$ cat config.mk
export PLATFORM = sky130hd
export DESIGN_NAME = voice_allocator
export DESIGN_NICKNAME = d
export VERILOG_FILES = /design/src/rtl/CONFIG.sv /design/src/rtl/voice_allocator.sv
export SDC_FILE = /design/constraint.sdc
export NUM_CORES = 1
export LEC_CHECK = 0
export CAP_MARGIN = 20
export CORE_MARGIN = 1.5
export CORE_UTILIZATION = 49
export CTS_CLUSTER_SIZE = 40
export DETAILED_ROUTE_END_ITERATION = 8
export PLACE_DENSITY = 0.77
export SLEW_MARGIN = 20
export SYNTH_ARGS = -nofsm -noshare
export SYNTH_HDL_FRONTEND = slang
export SYNTH_SLANG_ARGS = --single-unit
$ cat constraint.sdc
create_clock -name clock_50_000_000 -period 4.8 [get_ports clock_50_000_000]
set_input_delay 1.44 -clock clock_50_000_000 [delete_from_list [all_inputs] [get_ports clock_50_000_000]]
set_output_delay 1.44 -clock clock_50_000_000 [all_outputs]
set_load 0.05 [all_outputs]
$ cat src/rtl/CONFIG.sv
`default_nettype none
// ============================================================================
//  Package     : CONFIG
//  Description : Shared build-time constants for the synthesiser core.
//                PERIOD_WIDTH is the width of an oscillator period word.
//  Revision    : 1.0 - initial release
// ============================================================================
package CONFIG;
    localparam int PERIOD_WIDTH = 16;
endpackage
`default_nettype wire

$ cat src/rtl/voice_allocator.sv
`default_nettype none
// ============================================================================
//  Module      : voice_allocator
//  Description : Polyphonic voice allocator. Accepts note-on/note-off events
//                and maps them onto VOICES oscillator voices. A note-on
//                retriggers a voice already holding the note, otherwise takes
//                the lowest free voice, otherwise steals the oldest voice.
//                Each event takes IDLE -> LOOKUP -> APPLY; voice outputs
//                change two edges after acceptance.
//  Ports       : clock_50_000_000 - system clock (rising edge)
//                reset_l          - asynchronous active-low reset
//                all_notes_off    - synchronous panic, releases all voices
//                note_valid/ready - event handshake (ready only in IDLE)
//                note_on          - 1 = note-on, 0 = note-off
//                note_number      - MIDI note number
//                note_period      - oscillator period (note-on only)
//                voice_active     - per-voice sounding flag
//                voice_note       - per-voice note, 7 bits each
//                voice_period     - per-voice period, PERIOD_WIDTH each
//                voice_clear      - per-voice one-cycle phase restart pulse
//                steal            - one-cycle pulse when a voice is stolen
//  Revision    : 1.0 - initial release
// ============================================================================
module voice_allocator #(
    parameter int VOICES       = 4,
    parameter int PERIOD_WIDTH = CONFIG::PERIOD_WIDTH,
    parameter int AGE_WIDTH    = 8
) (
    input  logic                             clock_50_000_000,
    input  logic                             reset_l,
    input  logic                             all_notes_off,
    input  logic                             note_valid,
    output logic                             note_ready,
    input  logic                             note_on,
    input  logic [6:0]                       note_number,
    input  logic [PERIOD_WIDTH-1:0]          note_period,
    output logic [VOICES-1:0]                voice_active,
    output logic [VOICES*7-1:0]              voice_note,
    output logic [VOICES*PERIOD_WIDTH-1:0]   voice_period,
    output logic [VOICES-1:0]                voice_clear,
    output logic                             steal
);

    localparam int                   c_IDX_W   = (VOICES > 1) ? $clog2(VOICES) : 1;
    localparam logic [AGE_WIDTH-1:0] c_AGE_MAX = {AGE_WIDTH{1'b1}};

    typedef enum logic [1:0] {
        IDLE   = 2'd0,
        LOOKUP = 2'd1,
        APPLY  = 2'd2
    } state_t;

    state_t                  r_state;

    // Latched event
    logic                    r_ev_on;
    logic [6:0]              r_ev_note;
    logic [PERIOD_WIDTH-1:0] r_ev_period;

    // Voice state
    logic [VOICES-1:0]       r_active;
    logic [6:0]              r_note   [VOICES];
    logic [PERIOD_WIDTH-1:0] r_period [VOICES];
    logic [AGE_WIDTH-1:0]    r_age    [VOICES];
    logic [VOICES-1:0]       r_clear;
    logic                    r_steal;

    // Lookup results captured in LOOKUP, consumed in APPLY
    logic                    r_hit;
    logic [c_IDX_W-1:0]      r_hit_idx;
    logic                    r_free;
    logic [c_IDX_W-1:0]      r_free_idx;
    logic [c_IDX_W-1:0]      r_old_idx;

    // Combinational search results
    logic                    w_hit;
    logic [c_IDX_W-1:0]      w_hit_idx;
    logic                    w_free;
    logic [c_IDX_W-1:0]      w_free_idx;
    logic                    w_old_found;
    logic [c_IDX_W-1:0]      w_old_idx;
    logic [AGE_WIDTH-1:0]    w_old_age;
    logic [c_IDX_W-1:0]      w_tgt_idx;

    // Panic blocks acceptance so a held all_notes_off can never admit an event.
    assign note_ready   = (r_state == IDLE) && !all_notes_off;
    assign voice_active = r_active;
    assign voice_clear  = r_clear;
    assign steal        = r_steal;

    generate
        for (genvar g = 0; g < VOICES; g++) begin : g_out
            assign voice_note[g*7 +: 7]                       = r_note[g];
            assign voice_period[g*PERIOD_WIDTH +: PERIOD_WIDTH] = r_period[g];
        end
    endgenerate

    // Parallel search over all voices. Ascending scan with "found" guards
    // gives lowest-index priority; strict '>' keeps the lowest index on an
    // age tie.
    always_comb begin
        w_hit       = 1'b0;
        w_hit_idx   = '0;
        w_free      = 1'b0;
        w_free_idx  = '0;
        w_old_found = 1'b0;
        w_old_idx   = '0;
        w_old_age   = '0;
        for (int i = 0; i < VOICES; i++) begin
            if (r_active[i] && (r_note[i] == r_ev_note) && !w_hit) begin
                w_hit     = 1'b1;
                w_hit_idx = c_IDX_W'(i);
            end
            if (!r_active[i] && !w_free) begin
                w_free     = 1'b1;
                w_free_idx = c_IDX_W'(i);
            end
            if (r_active[i] && (!w_old_found || (r_age[i] > w_old_age))) begin
                w_old_found = 1'b1;
                w_old_idx   = c_IDX_W'(i);
                w_old_age   = r_age[i];
            end
        end
    end

    // Note-on target: retrigger beats free voice beats steal.
    assign w_tgt_idx = r_hit  ? r_hit_idx  :
                       r_free ? r_free_idx : r_old_idx;

    always_ff @(posedge clock_50_000_000 or negedge reset_l) begin
        if (!reset_l) begin
            r_state     <= IDLE;
            r_ev_on     <= 1'b0;
            r_ev_note   <= '0;
            r_ev_period <= '0;
            r_active    <= '0;
            r_clear     <= '0;
            r_steal     <= 1'b0;
            r_hit       <= 1'b0;
            r_hit_idx   <= '0;
            r_free      <= 1'b0;
            r_free_idx  <= '0;
            r_old_idx   <= '0;
            for (int v = 0; v < VOICES; v++) begin
                r_note[v]   <= '0;
                r_period[v] <= '0;
                r_age[v]    <= '0;
            end
        end else begin
            // Pulses last exactly one cycle
            r_clear <= '0;
            r_steal <= 1'b0;
            if (all_notes_off) begin
                // Notes and periods hold; only sounding state and ages drop.
                r_state  <= IDLE;
                r_active <= '0;
                for (int v = 0; v < VOICES; v++) begin
                    r_age[v] <= '0;
                end
            end else begin
                case (r_state)
                    IDLE: begin
                        if (note_valid && note_ready) begin
                            r_ev_on     <= note_on;
                            r_ev_note   <= note_number;
                            r_ev_period <= note_period;
                            r_state     <= LOOKUP;
                        end
                    end
                    LOOKUP: begin
                        r_hit      <= w_hit;
                        r_hit_idx  <= w_hit_idx;
                        r_free     <= w_free;
                        r_free_idx <= w_free_idx;
                        r_old_idx  <= w_old_idx;
                        r_state    <= APPLY;
                    end
                    APPLY: begin
                        r_state <= IDLE;
                        if (r_ev_on) begin
                            for (int v = 0; v < VOICES; v++) begin
                                if (c_IDX_W'(v) == w_tgt_idx) begin
                                    r_active[v] <= 1'b1;
                                    r_note[v]   <= r_ev_note;
                                    r_period[v] <= r_ev_period;
                                    r_age[v]    <= '0;
                                    r_clear[v]  <= 1'b1;
                                end else if (r_active[v] && (r_age[v] != c_AGE_MAX)) begin
                                    r_age[v] <= r_age[v] + 1'b1;
                                end
                            end
                            r_steal <= !r_hit && !r_free;
                        end else if (r_hit) begin
                            for (int v = 0; v < VOICES; v++) begin
                                if (c_IDX_W'(v) == r_hit_idx) begin
                                    r_active[v] <= 1'b0;
                                end
                            end
                        end
                    end
                    default: r_state <= IDLE;
                endcase
            end
        end
    end

endmodule
`default_nettype wire

# Yosys cells after proc, flatten, opt, wreduce, memory -nomap -nowiden
# Index checks and enable logic that the tools add are counted.
[word_totals]
reg_bits = 167
input_bits = 28
output_inout_bits = 102
word_cells = 182
[classes]
n_addsub = 4
order_cmp = 3
eq_ne = 21
mux = 61
bitwise_logic = 1
n_reduce_logical = 65
[op_table]
columns = ["op", "n"]
rows = [
  ["$mux W32", 3],
  ["$mux W8", 11],
  ["$add A8 B1 Y8 const B", 4],
  ["$ne A8 B8 Y1 const B", 4],
  ["$reduce_and A4 Y1", 8],
  ["$mux W1", 29],
  ["$eq A7 B7 Y1", 4],
  ["$mux W4", 7],
  ["$reduce_bool A3 Y1", 9],
  ["$gt A8 B8 Y1", 3],
  ["$logic_and A1 B1 Y1", 20],
  ["$mux W2", 10],
  ["$ne A3 B2 Y1 const B", 5],
  ["$reduce_and A3 Y1", 5],
  ["$logic_not A1 Y1", 14],
  ["$eq A2 B2 Y1 const A", 4],
  ["$logic_not A2 Y1", 3],
  ["$eq A1 B2 Y1 const A", 2],
  ["$pmux W2 S2", 1],
  ["$reduce_bool A2 Y1", 2],
  ["$logic_or A1 B1 Y1", 3],
  ["$eq A2 B1 Y1 const B", 1],
  ["$eq A2 B2 Y1 const B", 1],
  ["$reduce_and A2 Y1", 1],
  ["$not A1 Y1", 1],
]

# Logic depth before layout (Yosys ltp)
# Gate-level depths: netlist of run 1.
[depth]
ltp_word = 13
mapped_depth = 24
ltp_nobuf = 22

# Least setup slack after synthesis of run 1
# Ideal clock, no wire load.
[synth_path]
path_type = "register -> register"
start = "reg r_active[0], in the netlist voice_active[0]"
end = "reg r_old_idx[1]"
setup_time_ns = 0.133
t_arrival_ns = 4.849
required_ns = 4.667
path_slack_ns = -0.182
stages_incl_launch_ff = 25
n_path_buf = 3
synth_period_minus_slack_ns = 4.982
cell_sequence = "dfrtp_1 clkbuf_1 clkbuf_1 nand2_1 ha_1 nor2b_1 o211ai_1 a21oi_2 o21a_1 o211ai_1 inv_1 ha_1 a211o_1 a211oi_1 a211o_1 a31oi_1 buf_2 mux2i_1 ha_1 a211oi_1 nor2_1 nor3_1 a21oi_1 a21oi_1 o21ai_0"
[synth_via]
elab_chain_cells = 13
elab_cells_between_ends = 20
classes_between = "3 x order compare; 8 x mux; 9 x reduce/logical"
[synth_lines]
columns = ["element", "line", "source"]
rows = [
  ["from (decl)", "voice_allocator.sv:61", "logic [VOICES-1:0] r_active;"],
  ["from (signal assigned)", "voice_allocator.sv:136", "r_active <= '0;"],
  ["from (signal assigned)", "voice_allocator.sv:156", "r_active <= '0;"],
  ["from (signal, indexed assignment)", "voice_allocator.sv:183", "r_active[v] <= 1'b1;"],
  ["$mux W8 or $mux W1 (tied branches)", "voice_allocator.sv:118", "if (r_active[i] && (!w_old_found || (r_age[i] > w_old_age))) begin"],
  ["$gt A8 B8 Y1 or $logic_not A1 Y1 (tied branches)", "voice_allocator.sv:118", ""],
  ["$logic_or A1 B1 Y1", "voice_allocator.sv:118", ""],
  ["$logic_and A1 B1 Y1", "voice_allocator.sv:118", ""],
  ["$mux W8 or $mux W1 (tied branches)", "voice_allocator.sv:118", ""],
  ["$gt A8 B8 Y1 or $logic_not A1 Y1 (tied branches)", "voice_allocator.sv:118", ""],
  ["$logic_or A1 B1 Y1", "voice_allocator.sv:118", ""],
  ["$logic_and A1 B1 Y1", "voice_allocator.sv:118", ""],
  ["$mux W8 or $mux W1 (tied branches)", "voice_allocator.sv:118", ""],
  ["$gt A8 B8 Y1 or $logic_not A1 Y1 (tied branches)", "voice_allocator.sv:118", ""],
  ["$logic_or A1 B1 Y1", "voice_allocator.sv:118", ""],
  ["$logic_and A1 B1 Y1", "voice_allocator.sv:118", ""],
  ["$mux W2 *", "voice_allocator.sv:118", ""],
  ["to (signal assigned)", "voice_allocator.sv:175", "r_old_idx <= w_old_idx;"],
  ["to (decl)", "voice_allocator.sv:73", "logic [c_IDX_W-1:0] r_old_idx;"],
]
# Mark *: on every way between the ends. The rest lies on a longest branch, timed or not.
# A chain may end at the register's enable or synchronous reset.

# Worst setup path after layout of run 1
# Ends and elaborated chain as after synthesis.

==> results of run 1 <==
-- metal layers --
| layer | global-route usage, % | vias up | wire length [um] |
|---|---|---|---|
| met2 | 40.0 | 189 | 10100 |
| met3 | 9.57 | 28 | 1790 |
| met1 | 29.9 | 3121 | 8670 |
| li1 | - | 2904 | - |
| met4 | 8.21 | 0 | 398 |
| met5 | 0 | - | 0 |
-- logic make-up (layout without fill, tap and decap cells) --
kind of cell,after synthesis,count (layout),share of synthesized area [%]
AOI/OAI and AO/OA,134,134,11.2
xor gates and xnor gates,30,30,3.21
adders and majority gates,28,28,4.29
buffers and inverters,58,201,3.20
DFF,167,167,51.1
muxes,106,106,14.6
and+or+nand+nor,220,220,12.4
-- cell type report --
| cell class | count | area [sq um] |
|---|---|---|
| fillers | 1307 | 6100 |
| multi-input cells | 518 | 3760 |
| clock inverters | 15 | 183 |
| repair buffers | 147 | 1460 |
| flip-flops and latches | 167 | 4180 |
| well taps | 220 | 275 |
| clock buffers | 17 | 425 |
| inverters | 22 | 82.6 |
-- metrics by stage --
stage | cell area [sq um] | TNS [ns] | util [%]
4_1_cts | 10300 | 0 | 62.6
2_1_floorplan | 8180 | 0 | -
6_report | 10400 | 0 | 62.9
5_1_grt | 10400 | -0.0864 | 62.9
3_3_place_gp | 9700 | 0 | 58.9
3_5_place_dp | 9700 | 0 | 58.9
-- state kept, by name, summed over array words and instances (netlist names), 2 cells and up --
register      cells
voice_period     64
r_age            32
voice_note       28
r_ev_period      16
r_ev_note         7
voice_active      4
voice_clear       4
r_free_idx        2
r_hit_idx         2
r_old_idx         2
r_state           2
-- Yosys cell counts (all sizes together) (4+ instances only) --
cell type / instances
a21oi: 24
a31oi: 8
a41oi: 6
and3: 6
buf: 17
clkbuf: 19
dfrtp: 167
ha: 28
inv: 22
mux2: 96
mux2i: 10
nand2: 123
nand3: 21
nand4: 21
nor2: 21
nor2b: 5
nor3: 9
o211ai: 13
o21a: 8
o21ai: 42
o31ai: 7
o41ai: 4
xnor2: 28
-- power breakdown --
group | total (mW) | switching [mW] | internal, mW
combinational | 1.13 | 0.704 | 0.425
clock | 1.40 | 0.648 | 0.750
sequential | 1.76 | 0.184 | 1.58
total | 4.29 | 1.54 | 2.75
-- what timing repair did --
item | CTS | global route
buffers inserted | 0 | 5
gates resized for setup | 0 | 4
endpoints found under the setup margin | 0 | 2
-- final timing paths --
kind,endpoint,cells after the start
setup / recovery,r_old_idx[1]$_DFFE_PN0P_,23
hold reg to reg,r_free_idx[0]$_DFFE_PN0P_,2
hold / removal,r_free_idx[0]$_DFFE_PN0P_,2
setup reg to reg,r_old_idx[1]$_DFFE_PN0P_,23
min in group asynchronous,r_age[14]$_DFFE_PN0P_,1
max in group asynchronous,voice_period[25]$_DFFE_PN0P_,2
-- worst max-delay path: stages, from the launching register on --
cell,delay (ns)
dfrtp_2,0.46
buf_2,0.18
nand2_1,0.10
inv_1,0.05
ha_1,0.26
nand4_1,0.10
o21a_1,0.23
o21a_2,0.18
o211ai_1,0.24
inv_1,0.07
ha_1,0.30
o21a_1,0.15
a211oi_2,0.08
a211o_1,0.30
a31oi_1,0.22
buf_4,0.21
mux2i_1,0.19
ha_1,0.27
a211oi_1,0.23
nor2_1,0.09
nor3_2,0.14
nand3b_1,0.13
a21oi_1,0.13
o21ai_0,0.08
==> metrics, run 1 <==
Initial DRT Pass Iterations 5; Final Non-Filler Cells 1106; leak pwr 4.61 nW; ys async rst share 100%; Buffers on Ports 129; HP Class flip-flop to flip-flop; Starting Density 49.6%; num rows 47; hold path start r_free_idx[0]$_DFFE_PN0P_; first-pass GRT wire length 33.6 mm; H-tree depth 4; yosys warns 0; Unique masters post-synth 60; Overall Global Routing Usage 24.6%; Max-slew headroom 38.8%; CP Launch Type flip-flop; Post-synth EDFFs 0; CTS max path bufs 2; Die Wd 132 um; Worst Clk Skew 0.00812 ns; final hold viol count 0; Reg-to-Reg Start voice_active[0]$_DFFE_PN0P_; diode count 0; Hold WS 0.473 ns; Sink Count 167; commonest non-fill, non-tap cells in the layout 166 x dfrtp_1, 127 x clkdlybuf4s50_1, 122 x nand2_1, 96 x mux2_2, 42 x o21ai_0; WL/cell 18.9 um; DRT iter0 DRCs 338; status completed; Layout area overhead 26.8%; DRC Markers 0; Antenna Nets Post-Route 0; Tightest Pin Transition 0.919 ns; GRT overflow 0; PD cells 414 nW/um^2; R2R Setup Slk 0.27 ns; Hold Buf Count CTS 0; WP data required 5.10 ns; Syn Inst Count 743; Reg clk slew, reported paths 0.07 ns; post-DP HPWL 14.0 mm; routability congestion estimate 0.867; Setup WS post-layout 0.266 ns; Setup Crit Path Kind flip-flop to flip-flop; worst vdd ir 321 uV; ys flop type dfrtp_1; syn avg cell area 11.0 sq um; Yosys reg bits 167; Post-Place Cells 1069; Final Max Tran Viols 0; synthesized cell area 8170 sq um; DIE HEIGHT 132 um; Worst setup EP type flip-flop; worst slack, placed 0.286 ns; Final Cycle Share 94.5%; nets@finish 929; largest net degree at the start of global routing 99; min Tclk post-route 4.53 ns; share of cells above drive strength 1 18.7%; routed vias 6242; largest fanout on the critical path 8; final wirelength 20.9 mm; top cell type's share of synthesized area 51.1%; syn_nets 799; I/O pins 130; TritonCTS clock tree done; initial antenna violation count 0; final setup fails 0; f_max 0.221 GHz; via/cell ratio 5.64; CTS Buf Count 17; critical path launch point voice_active[0]$_DFFE_PN0P_; Synth area leaders dfrtp_1 51%, mux2_2 13%, nand2_1 5.6%, ha_1 4.3%, xnor2_1 3.0%; cell taking the most area after synthesis dfrtp_1; Seq/Total Area, Yosys 51.1%; later-pin clock latency in the skew report 0.43 ns; root buffer cell clkbuf_16; WP data arrival 4.83 ns; max cap viols 0; vias in the first global route 6240; core box area 16500 sq um; most common cell after layout, fill and taps aside dfrtp_1; total die area 17500 sq um; Pwr Total 4.29 mW
Power figures use the tool's default switching activity.
==> run 2: changes to the inputs <==
--- a/config.mk
+++ b/config.mk
@@ -6,12 +6,12 @@
 export NUM_CORES = 1
 export LEC_CHECK = 0
 export CAP_MARGIN = 20
-export CORE_MARGIN = 1.5
+export CORE_MARGIN = 2
 export CORE_UTILIZATION = 49
 export CTS_CLUSTER_SIZE = 40
 export DETAILED_ROUTE_END_ITERATION = 8
 export PLACE_DENSITY = 0.77
-export SLEW_MARGIN = 20
+export SLEW_MARGIN = 10
 export SYNTH_ARGS = -nofsm -noshare
 export SYNTH_HDL_FRONTEND = slang
 export SYNTH_SLANG_ARGS = --single-unit
==> run 2 against run 1 <==
Compared with the run above: sequential share of layout area is 0.16 points higher; register-to-register slack gained 0.04 ns; die area grew 1.5%; largest cell class unchanged; critical path type unchanged.
==> metrics, run 2 (synthesis results as in run 1) <==
core box area 16500 sq um; CTS Buf Count 17; final hold viol count 0; H-tree depth 4; CTS max path bufs 2; Initial DRT Pass Iterations 5; post-DP HPWL 13.9 mm; Starting Density 49.6%; HP Class flip-flop to flip-flop; min Tclk post-route 4.49 ns; R2R Setup Slk 0.31 ns; largest net degree at the start of global routing 77; Tightest Pin Transition 0.877 ns; Final Non-Filler Cells 1101; Post-Place Cells 1068; routed vias 6231; share of cells above drive strength 1 18.3%; Die Wd 133 um; setup TNS 0 ns; f_max 0.223 GHz; Core Util, Final 62.7%; I/O pins 130; Worst Clk Skew 0.0115 ns; root buffer cell clkbuf_16; DRC Markers 0; vias in the first global route 6230; GRT overflow 0; routability congestion estimate 0.904; WL/cell 18.6 um; DRT iter0 DRCs 398; DIE HEIGHT 133 um; Setup Crit Path Kind flip-flop to flip-flop; Max-slew headroom 41.5%; status completed; final setup fails 0; WP data required 5.09 ns; Final Cycle Share 93.6%; Hold Buf Count CTS 0; WP data arrival 4.78 ns; diode count 0; RSZ-0062 raised after global routing no; max cap viols 0; Sink Count 167; Buffers on Ports 129; PD cells 418 nW/um^2; initial antenna violation count 0; Reg clk slew, reported paths 0.06 ns; via/cell ratio 5.66; Hold WS 0.483 ns; commonest non-fill, non-tap cells in the layout 166 x dfrtp_1, 127 x clkdlybuf4s50_1, 122 x nand2_1, 96 x mux2_2, 41 x o21ai_0; Worst setup EP type flip-flop; Antenna Nets Post-Route 0; first-pass GRT wire length 33.6 mm; final wirelength 20.5 mm; most common cell after layout, fill and taps aside dfrtp_1; leak pwr 4.58 nW; num rows 47; CP Launch Type flip-flop; TritonCTS clock tree done; total die area 17700 sq um; later-pin clock latency in the skew report 0.43 ns; worst vdd ir 372 uV; largest fanout on the critical path 10; Final Max Tran Viols 0; max FFs per register 64; Overall Global Routing Usage 24.2%; nets@finish 924; Layout area overhead 26.3%
## run 2: cell count changes in the layout (fill, tap and decap cells not counted), sizes merged
cell / change
buf: -5
clkinv: -3
bufinv: +1
clkbuf: +1
clkinvlp: +1
## run 2: repair_timing
item | 4_1_cts | 5_1_grt
resized for setup | 0 | 5
setup endpoints to repair | 0 | 2
setup buffers | 0 | 1
## run 2: area by class of cell
cell class / count / area, sq um
Multi-Input combinational cell: 518 / 3760
Timing Repair Buffer: 142 / 1410
Inverter: 22 / 82.6
Fill cell: 1319 / 6140
Sequential cell: 167 / 4180
Clock inverter: 14 / 176
Clock buffer: 18 / 439
Tap cell: 220 / 275
## run 2: critical path: stages, from the launching register on
cell      delay, ns
dfrtp_2        0.46
nand2_1        0.11
ha_1           0.29
nor2b_1        0.13
o211ai_1       0.18
a21oi_2        0.09
o21a_2         0.26
o211ai_1       0.32
inv_1          0.08
ha_1           0.30
nand4_1        0.11
nor3_1         0.05
a211o_1        0.27
a31oi_1        0.16
buf_4          0.23
mux2i_1        0.22
ha_1           0.27
nor2b_1        0.14
o21a_1         0.16
o21ai_0        0.16
nand3b_1       0.14
a21oi_1        0.15
o21ai_0        0.09
## run 2: stage by stage
step / setup slack, ns / instance area, sq um / total power, mW
6_report: 0.309 / 10300 / 4.31
5_1_grt: 0.00352 / 10300 / 4.49
4_1_cts: 0.272 / 10300 / 4.34
3_5_place_dp: 0.304 / 9680 / 2.90
3_3_place_gp: 0.393 / 9680 / 2.89
2_1_floorplan: 0.0298 / 8180 / 2.48
## run 2: worst paths after layout
kind,start,end,cells past startpoint
max,voice_active[0]$_DFFE_PN0P_,r_old_idx[1]$_DFFE_PN0P_,22
min reg2reg,r_free_idx[0]$_DFFE_PN0P_,r_free_idx[0]$_DFFE_PN0P_,2
max in group asynchronous,reset_l,voice_period[48]$_DFFE_PN0P_,2
min,r_free_idx[0]$_DFFE_PN0P_,r_free_idx[0]$_DFFE_PN0P_,2
min in group asynchronous,reset_l,r_age[18]$_DFFE_PN0P_,1
max reg2reg,voice_active[0]$_DFFE_PN0P_,r_old_idx[1]$_DFFE_PN0P_,22
## run 2: per-layer routing
metal	up-vias	GRT usage (%)	share of wire (%)
li1	2900	-	-
met1	3132	31.2	42
met2	175	38.1	47
met3	24	10.4	8.9
met4	0	5.67	1.4
met5	-	0	0
## run 2: power by group
part	total, mW	switching [mW]	internal [mW]
Sequential	1.76	0.184	1.58
Clock	1.43	0.622	0.805
Combinational	1.12	0.701	0.423
